--- src/rtl/trace_uart_tx_pkg.sv ---
// Shared orbtrace UART definitions: transmitter state encoding and frame constants.
package trace_uart_tx_pkg;

  // Serial transmitter frame phases.
  typedef enum logic [1:0] {
    IDLE  = 2'd0,
    START = 2'd1,
    DATA  = 2'd2,
    STOP  = 2'd3
  } tx_state_e;

  // Data bits carried per frame (8N1 / 8N2).
  localparam int unsigned UART_DATABITS = 8;

  // Level driven on the line between frames and during stop bits.
  localparam logic UART_IDLE_LEVEL = 1'b1;

  // Clock cycles occupied by one complete frame.
  function automatic int unsigned frame_cycles(input int unsigned bauddiv,
                                               input int unsigned stopbits);
    return (1 + UART_DATABITS + stopbits) * bauddiv;
  endfunction

endpackage

--- src/rtl/trace_uart_tx_baud_tick.sv ---
// Bit-period timer: a down-counter that pulses tick on the last cycle of each
// bit period. restart realigns the period to the current edge so a new frame's
// start bit always gets a full period.
module trace_baud_tick #(
  parameter int unsigned BAUDDIV = 4
) (
  input  logic clk,
  input  logic rst,       // synchronous, active low
  input  logic restart,
  output logic tick,      // last cycle of the current bit period
  output logic pre_tick   // cycle before tick; lets the FSM pre-request a byte
);

  localparam logic [15:0] RELOAD = 16'(BAUDDIV - 1);

  logic [15:0] cnt_q;
  logic [15:0] cnt_d;

  assign tick     = (cnt_q == 16'd0);
  assign pre_tick = (cnt_q == 16'd1);

  // Reload on restart or period end, otherwise count down.
  always_comb begin
    cnt_d = cnt_q;
    if (restart || tick) begin
      cnt_d = RELOAD;
    end else begin
      cnt_d = cnt_q - 16'd1;
    end
  end

  // Counter register with synchronous active-low reset.
  always_ff @(posedge clk) begin
    if (!rst) begin
      cnt_q <= 16'd0;
    end else begin
      cnt_q <= cnt_d;
    end
  end

endmodule

--- src/rtl/trace_uart_tx.sv ---
// Serial back-end for the orbtrace byte stream. Pulls bytes over the
// DataNext/DataReady handshake and sends them LSB first as 8N1/8N2 frames,
// counts transmitted bytes and latches upstream overflow.
module trace_uart_tx
  import trace_uart_tx_pkg::*;
#(
  parameter int unsigned BAUDDIV  = 4,
  parameter int unsigned STOPBITS = 1,
  parameter int unsigned CNTW     = 16
) (
  input  logic            clk,
  input  logic            rst,          // synchronous, active low
  input  logic [7:0]      DataVal,
  input  logic            DataReady,
  input  logic            DataOverf,
  output logic            DataNext,
  output logic            txd,
  output logic            txBusy,
  output logic            overfSticky,
  input  logic            overfClr,
  output logic [CNTW-1:0] txCount
);

  // Elaboration-time parameter guards.
  if (BAUDDIV < 2 || BAUDDIV > 65535) begin : g_bad_bauddiv
    $error("trace_uart_tx: BAUDDIV must be in 2..65535");
  end
  if (STOPBITS != 1 && STOPBITS != 2) begin : g_bad_stopbits
    $error("trace_uart_tx: STOPBITS must be 1 or 2");
  end
  if (CNTW < 1) begin : g_bad_cntw
    $error("trace_uart_tx: CNTW must be at least 1");
  end

  localparam logic [2:0] LAST_BIT  = 3'(UART_DATABITS - 1);
  // Index of the final stop period (0 for one stop bit, 1 for two).
  localparam logic       STOP_LAST = (STOPBITS == 2);

  tx_state_e       state_q,    state_d;
  logic [7:0]      shift_q,    shift_d;
  logic [2:0]      bit_idx_q,  bit_idx_d;
  logic            stop_idx_q, stop_idx_d;
  logic            txd_q,      txd_d;
  logic            busy_q,     busy_d;
  logic            dnext_q,    dnext_d;
  logic [CNTW-1:0] count_q,    count_d;
  logic            overf_q,    overf_d;

  logic            launch;
  logic            tick;
  logic            pre_tick;
  logic            last_stop;

  assign last_stop = (stop_idx_q == STOP_LAST);

  // A launch restarts bit timing so the start bit is a full period long.
  trace_baud_tick #(
    .BAUDDIV (BAUDDIV)
  ) u_baud (
    .clk      (clk),
    .rst      (rst),
    .restart  (launch),
    .tick     (tick),
    .pre_tick (pre_tick)
  );

  // Frame sequencing, handshake and line level for the next cycle.
  always_comb begin
    state_d    = state_q;
    shift_d    = shift_q;
    bit_idx_d  = bit_idx_q;
    stop_idx_d = stop_idx_q;
    txd_d      = txd_q;
    busy_d     = busy_q;
    dnext_d    = 1'b0;          // request is a single-cycle pulse
    count_d    = count_q;
    launch     = 1'b0;

    unique case (state_q)
      IDLE: begin
        if (dnext_q) begin
          // Request was outstanding this cycle: consume if still offered.
          launch = DataReady;
        end else if (DataReady) begin
          dnext_d = 1'b1;
        end
      end

      START: begin
        if (tick) begin
          state_d   = DATA;
          txd_d     = shift_q[0];
          shift_d   = {1'b0, shift_q[7:1]};
          bit_idx_d = 3'd0;
        end
      end

      DATA: begin
        if (tick) begin
          if (bit_idx_q == LAST_BIT) begin
            state_d    = STOP;
            txd_d      = UART_IDLE_LEVEL;
            stop_idx_d = 1'b0;
            count_d    = count_q + CNTW'(1);
          end else begin
            txd_d     = shift_q[0];
            shift_d   = {1'b0, shift_q[7:1]};
            bit_idx_d = bit_idx_q + 3'd1;
          end
        end
      end

      STOP: begin
        // Pre-request so the ack lands on the final stop cycle: no idle gap.
        if (last_stop && pre_tick && DataReady) begin
          dnext_d = 1'b1;
        end
        if (tick) begin
          if (!last_stop) begin
            stop_idx_d = 1'b1;
          end else if (dnext_q && DataReady) begin
            launch = 1'b1;
          end else begin
            state_d = IDLE;
            busy_d  = 1'b0;
          end
        end
      end

      default: begin
        state_d = IDLE;
        txd_d   = UART_IDLE_LEVEL;
        busy_d  = 1'b0;
      end
    endcase

    // Byte capture and start-bit launch, shared by IDLE and back-to-back paths.
    if (launch) begin
      state_d = START;
      shift_d = DataVal;
      txd_d   = 1'b0;
      busy_d  = 1'b1;
    end
  end

  // Overflow latch; a new overflow beats a simultaneous clear.
  always_comb begin
    overf_d = overf_q;
    if (DataOverf) begin
      overf_d = 1'b1;
    end else if (overfClr) begin
      overf_d = 1'b0;
    end
  end

  // State registers; reset abandons any frame in flight and idles the line.
  always_ff @(posedge clk) begin
    if (!rst) begin
      state_q    <= IDLE;
      shift_q    <= 8'h00;
      bit_idx_q  <= 3'd0;
      stop_idx_q <= 1'b0;
      txd_q      <= UART_IDLE_LEVEL;
      busy_q     <= 1'b0;
      dnext_q    <= 1'b0;
      count_q    <= '0;
      overf_q    <= 1'b0;
    end else begin
      state_q    <= state_d;
      shift_q    <= shift_d;
      bit_idx_q  <= bit_idx_d;
      stop_idx_q <= stop_idx_d;
      txd_q      <= txd_d;
      busy_q     <= busy_d;
      dnext_q    <= dnext_d;
      count_q    <= count_d;
      overf_q    <= overf_d;
    end
  end

  assign DataNext    = dnext_q;
  assign txd         = txd_q;
  assign txBusy      = busy_q;
  assign overfSticky = overf_q;
  assign txCount     = count_q;

endmodule

--- config.mk ---
export PLATFORM = sky130hd
export DESIGN_NAME = trace_uart_tx
export DESIGN_NICKNAME = d
export VERILOG_FILES = /design/src/rtl/trace_uart_tx_pkg.sv /design/src/rtl/trace_uart_tx_baud_tick.sv /design/src/rtl/trace_uart_tx.sv
export SDC_FILE = /design/constraint.sdc
export NUM_CORES = 1
export LEC_CHECK = 0
export CAP_MARGIN = 20
export CORE_UTILIZATION = 28
export DETAILED_ROUTE_END_ITERATION = 8
export SLEW_MARGIN = 5
export SYNTH_ARGS = -nofsm -noshare
export SYNTH_HDL_FRONTEND = slang
export SYNTH_SLANG_ARGS = --single-unit
--- constraint.sdc ---
create_clock -name clk -period 3.4 [get_ports clk]
set_input_delay 0.68 -clock clk [delete_from_list [all_inputs] [get_ports clk]]
set_output_delay 0.68 -clock clk [all_outputs]
set_load 0.01 [all_outputs]
# After elaboration in Yosys (flattened, before gate mapping)
# Cells that the tools add are included.
# W data, S select, Z words.
dict set report totals {
  reg_bits 50
  out_inout_bits 20
  input_bits 13
  elab_cells 106
}
dict set report classes {
  n_mux 44
  n_reduce_logical 24
  n_addsub 3
  bitwise_logic 2
  eq_ne 21
}
# operator n
set ops {}
lappend ops {{$mux W8} 4}
lappend ops {{$mux W1} 23}
lappend ops {{$add A16 B1 Y16 const B} 1}
lappend ops {{$eq A16 B1 Y1 const B} 1}
lappend ops {{$logic_not A16 Y1} 1}
lappend ops {{$pmux W8 S2} 1}
lappend ops {{$reduce_and A4 Y1} 4}
lappend ops {{$sub A16 B1 Y16 const B} 1}
lappend ops {{$mux W2} 7}
lappend ops {{$reduce_and A7 Y1} 2}
lappend ops {{$ne A3 B2 Y1 const B} 4}
lappend ops {{$ne A2 B1 Y1 const B} 5}
lappend ops {{$reduce_bool A2 Y1} 5}
lappend ops {{$mux W3} 3}
lappend ops {{$ne A3 B1 Y1 const B} 3}
lappend ops {{$ne A2 B2 Y1 const B} 4}
lappend ops {{$pmux W1 S2} 4}
lappend ops {{$pmux W2 S3} 1}
lappend ops {{$pmux W3 S2} 1}
lappend ops {{$reduce_and A3 Y1} 2}
lappend ops {{$reduce_bool A3 Y1} 2}
lappend ops {{$eq A2 B2 Y1 const B} 2}
lappend ops {{$reduce_bool A4 Y1} 1}
lappend ops {{$reduce_or A2 Y1} 2}
lappend ops {{7 further kinds} 10}

# Logic depth before layout (Yosys ltp)
dict set report logic_depth {
  word_depth 7
  ltp_mapped 9
  mapped_depth_nobuf 7
}

# Cells and area by module
# From an unflattened synthesis, not the netlist that was laid out.
dict set report hier_totals {
  hier_cells 266
  area_unflattened_um2 2374.8
}
# module area_each_um2 instances cells_per_inst seq_area_each_um2
set modules_own_cells {}
lappend modules_own_cells {trace_uart_tx 1582.8 1 183 660.6}
lappend modules_own_cells {trace_baud_tick 792.0 1 83 320.3}

# Worst setup path after synthesis
# OpenSTA, ideal clock, no wires.
dict set report synth_path {
  path_kind {flip-flop to flip-flop}
  start {register u_baud.cnt_q[0]}
  end {register count_q[3], in the netlist txCount[3]}
  slack_ps 1442
  path_stages_with_launch 9
  required_time_ps 3285
  period_less_slack_ps 1958
  arrival_ps 1843
  n_path_buf 1
  setup_ps 115
  path_cell_list {dfxtp_1 > inv_1 > ha_1 > or4b_1 > nor4_4 > buf_6 > nand4_4 > o21a_1 > o21a_1}
}
dict set report synth_via {
  elab_chain_len 2
}
# item line
set synth_rtl {}
lappend synth_rtl {{start: declaration} trace_uart_tx_baud_tick.sv:16} ;# logic [15:0] cnt_q;
lappend synth_rtl {{start signal: assignment} trace_uart_tx_baud_tick.sv:37} ;# cnt_q <= cnt_d;
lappend synth_rtl {{$logic_not A16 Y1} trace_uart_tx_baud_tick.sv:19} ;# assign tick = (cnt_q == 16'd0);
lappend synth_rtl {{$reduce_and A3 Y1 (no source line)} -}
lappend synth_rtl {{end signal: assignment} trace_uart_tx.sv:176} ;# count_q <= count_d;
lappend synth_rtl {{end: declaration} trace_uart_tx.sv:46} ;# logic [CNTW-1:0] count_q, count_d;
# No other way between the ends.
# A chain may end at the register's enable or synchronous reset.

# Worst setup path after layout
dict set report layout_path {
  start {register u_baud.cnt_q[0]}
  end {register count_q[9], in the netlist txCount[9]}
}
# The elaborated chain is that of the path after synthesis.

==> summary.txt <==
Drt
  • DRT iter0 DRCs: 53
  • Residual DRC: 0
  • Total wire length: 5480 um
  • Vias: 2098
  • Routed WL per cell: 12.8 um
  • Via/cell ratio: 4.90
  • Routed Antenna Nets: 0
  • DRT Pass-1 Iters: 4

STA
  • Hold_ws: approximately 470 ps
  • TNS Setup: 0 ps
  • RSZ-0062 raised after global routing: no
  • Final Max Tran Viols: 0
  • Upper clock frequency limit: 435 MHz
  • Final Cycle Share: 67.7%
  • Finish-stage setup viols: 0
  • Final Hold Viols: 0
  • Relative slew slack: a little under three fifths
  • Worst Max-Slew Pin Slew: 665 ps
  • Clock Skews: 13.4 ps
  • Minimum clock period: 2300 ps

CTS
  • Max clock buf depth: 2
  • Total CTS buffers: 5
  • CTS tree: done
  • CTS clk-pin slew, worst paths: 100 ps
  • Cts hold-fix bufs: 0
  • Clock Sinks: 49
  • Post_cts resized: 0
  • Skew-Pair Late Insertion Delay: 320 ps
  • H-tree depth: 2
  • Postcts setup bufs: 0
  • Clk root buf: clkbuf_8

Worst setup path
  • Crit Path Class: flip-flop to flip-flop
  • Critical Path End Type: flip-flop
  • Crit path DAT: 2550 ps
  • Largest fanout on the critical path: 11
  • Req. time, crit path: 3650 ps
  • Crit path launch type: flip-flop

Floorplan
  • Std cell rows: 33
  • Die Y: 95.6 um
  • Die X: 95.6 um
  • IO Pins: 33
  • Die ar.: just over 0.009 sq mm
  • Starting density of the core: 29.4%
  • Core Box Area: 0.00834 sq mm

Final layout
  • Layout area overhead: 22.5%
  • Share of cells above drive strength 1: ~6.8%
  • Finished Core Util: 36.0%
  • # diodes: 0
  • # nets final: 345
  • Fillers: 892

Logic synthesis
  • Post-synth ARST share: 0%
  • Most common cell in the synthesized netlist: dfxtp_1
  • Flops & latches, synth: 49
  • Yosys warning count: 0
  • Sequential fraction of the synthesis area: 40.0%
  • Synthesized cell area: 0.00245 sq mm
  • Syn_area_per_cell: 8.35 sq um
  • Largest area contributor in the netlist: dfxtp_1
  • Post-synth EDFFs: 0
  • Syn Inst Count: 294
  • Synth area leaders: dfxtp_1, nor2_1, xor2_1, ha_1, nand2_1
  • Synthesized Nets: approximately 320
  • Netlist cell types: 41
  • Area share of the largest cell type after synthesis: 40.0%
  • Ys flop type: dfxtp_1
  • Most frequent cells after synthesis: dfxtp_1, nor2_1, nand2_1

Placement
  • Detailed Place HPWL: 3860 um
  • I/O Buffers: 32
  • RD Place Congestion: 0.739

Global route
  • Antenna violations before repair: 0
  • First-pass GRT wire length: 9150 um
  • GRT Util Overall: 12.9%
  • GRT overflow: 0
  • Largest net degree at the start of global routing: 29
  • Number of global-route vias before repair: 1949

Outcome
  • Status: finished, final reports clean

Hold path
  • Min-delay worst type: flip-flop to flip-flop

Pwr
  • Tot Pwr: 2.14 mW
  • Power Density: around 700 mW/mm^2
  • Peak VDD IR: a little under 500 uV
  • LEAKAGE: around 1.1 nW

Flow run
  • Max-cap violations: 0
-- cell usage in the layout (no fill, tap or decap), types with 2 or more instances in the layout --
cell,netlist,layout
or2_2,2,2
or3_1,3,3
clkbuf_8,0,5
nand3b_1,2,2
dfxtp_1,49,49
nor4b_1,2,2
nor4_1,6,6
a211oi_1,7,7
bufinv_16,0,2
nor3_1,15,15
or4_4,2,2
clkdlybuf4s50_1,0,32
nor2_1,45,45
o221ai_1,2,2
xnor2_1,8,8
o21a_1,7,7
xor2_1,16,16
o21ai_0,12,12
nand3_1,7,7
ha_1,10,10
inv_1,7,7
and3_1,3,3
buf_4,0,5
nand4_1,10,10
nand2_1,27,27
nor2b_1,4,4
a21oi_1,17,17
mux2i_1,2,2
-- worst max-delay path, stage by stage (launching register included) --
cell and delay (ps):
dfxtp_1 380, inv_1 100, ha_1 180, or4b_1 490
nor4_4 140, buf_4 240, nand3_1 190, or3_1 370
a21oi_1 140
-- final timing paths --
| path | from | end | slack, ps | cells past startpoint |
|---|---|---|---|---|
| max | u_baud.cnt_q[0] | txCount[9] | 1100 | 8 |
| min | bit_idx_q[2] | bit_idx_q[2] | 470 | 2 |
| max reg2reg | u_baud.cnt_q[0] | txCount[9] | 1100 | 8 |
| min reg2reg | bit_idx_q[2] | bit_idx_q[2] | 470 | 2 |
-- where the power goes --
part           leakage (nW)  switching (mW)  internal, mW
clock network        0.0681           0.204         0.292
registers             0.399           0.111         0.682
logic                 0.607           0.495         0.357
-- kinds of logic after synthesis --
| group | after synthesis | share of synthesized area, % |
|---|---|---|
| simple gates | 135 | 28.4 |
| compound gates | 51 | 13.2 |
| flops | 49 | 40.0 |
| xor+xnor | 24 | 8.56 |
| buf+inv | 23 | 3.98 |
| fa+ha+maj | 10 | 5.10 |
| mux | 2 | 0.816 |
-- per-stage QoR --
stage / std cells / area, sq um / worst slack (ps)
floorplan: 294 / 2450 / 1440
global placement: 420 / 2870 / 963
detailed placement: 420 / 2870 / 879
CTS: 428 / 3010 / 1080
global route: 428 / 3010 / 886
finish: 428 / 3010 / 1100
-- layer usage --
metal,vias to the layer above,share of wire [%],global-route usage (%)
met5,-,0,0
met1,975,52,17.6
met2,36,44,19.8
met3,6,3.6,2.63
li1,1081,-,-
met4,0,0.93,4.85
-- sequential cells by signal (all words and copies together), names as in the netlist --
signal        count
u_baud.cnt_q     16
overfSticky       1
txBusy            1
txd               1
DataNext          1
bit_idx_q         3
state_q           2
txCount          16
shift_q           8
-- final cells by class --
| class | instances | area [sq um] | share of cell area [%] |
|---|---|---|---|
| clock buffer | 5 | 68.8 | 2.29 |
| clock inverter | 3 | 65.1 | 2.16 |
| inverter | 7 | 26.3 | 0.874 |
| multi-input combinational | 222 | 1380 | 45.8 |
| sequential | 49 | 981 | 32.6 |
| tap | 105 | 131 | 4.37 |
| timing repair buffer | 37 | 358 | 11.9 |
(Power assumes the default switching activity.)
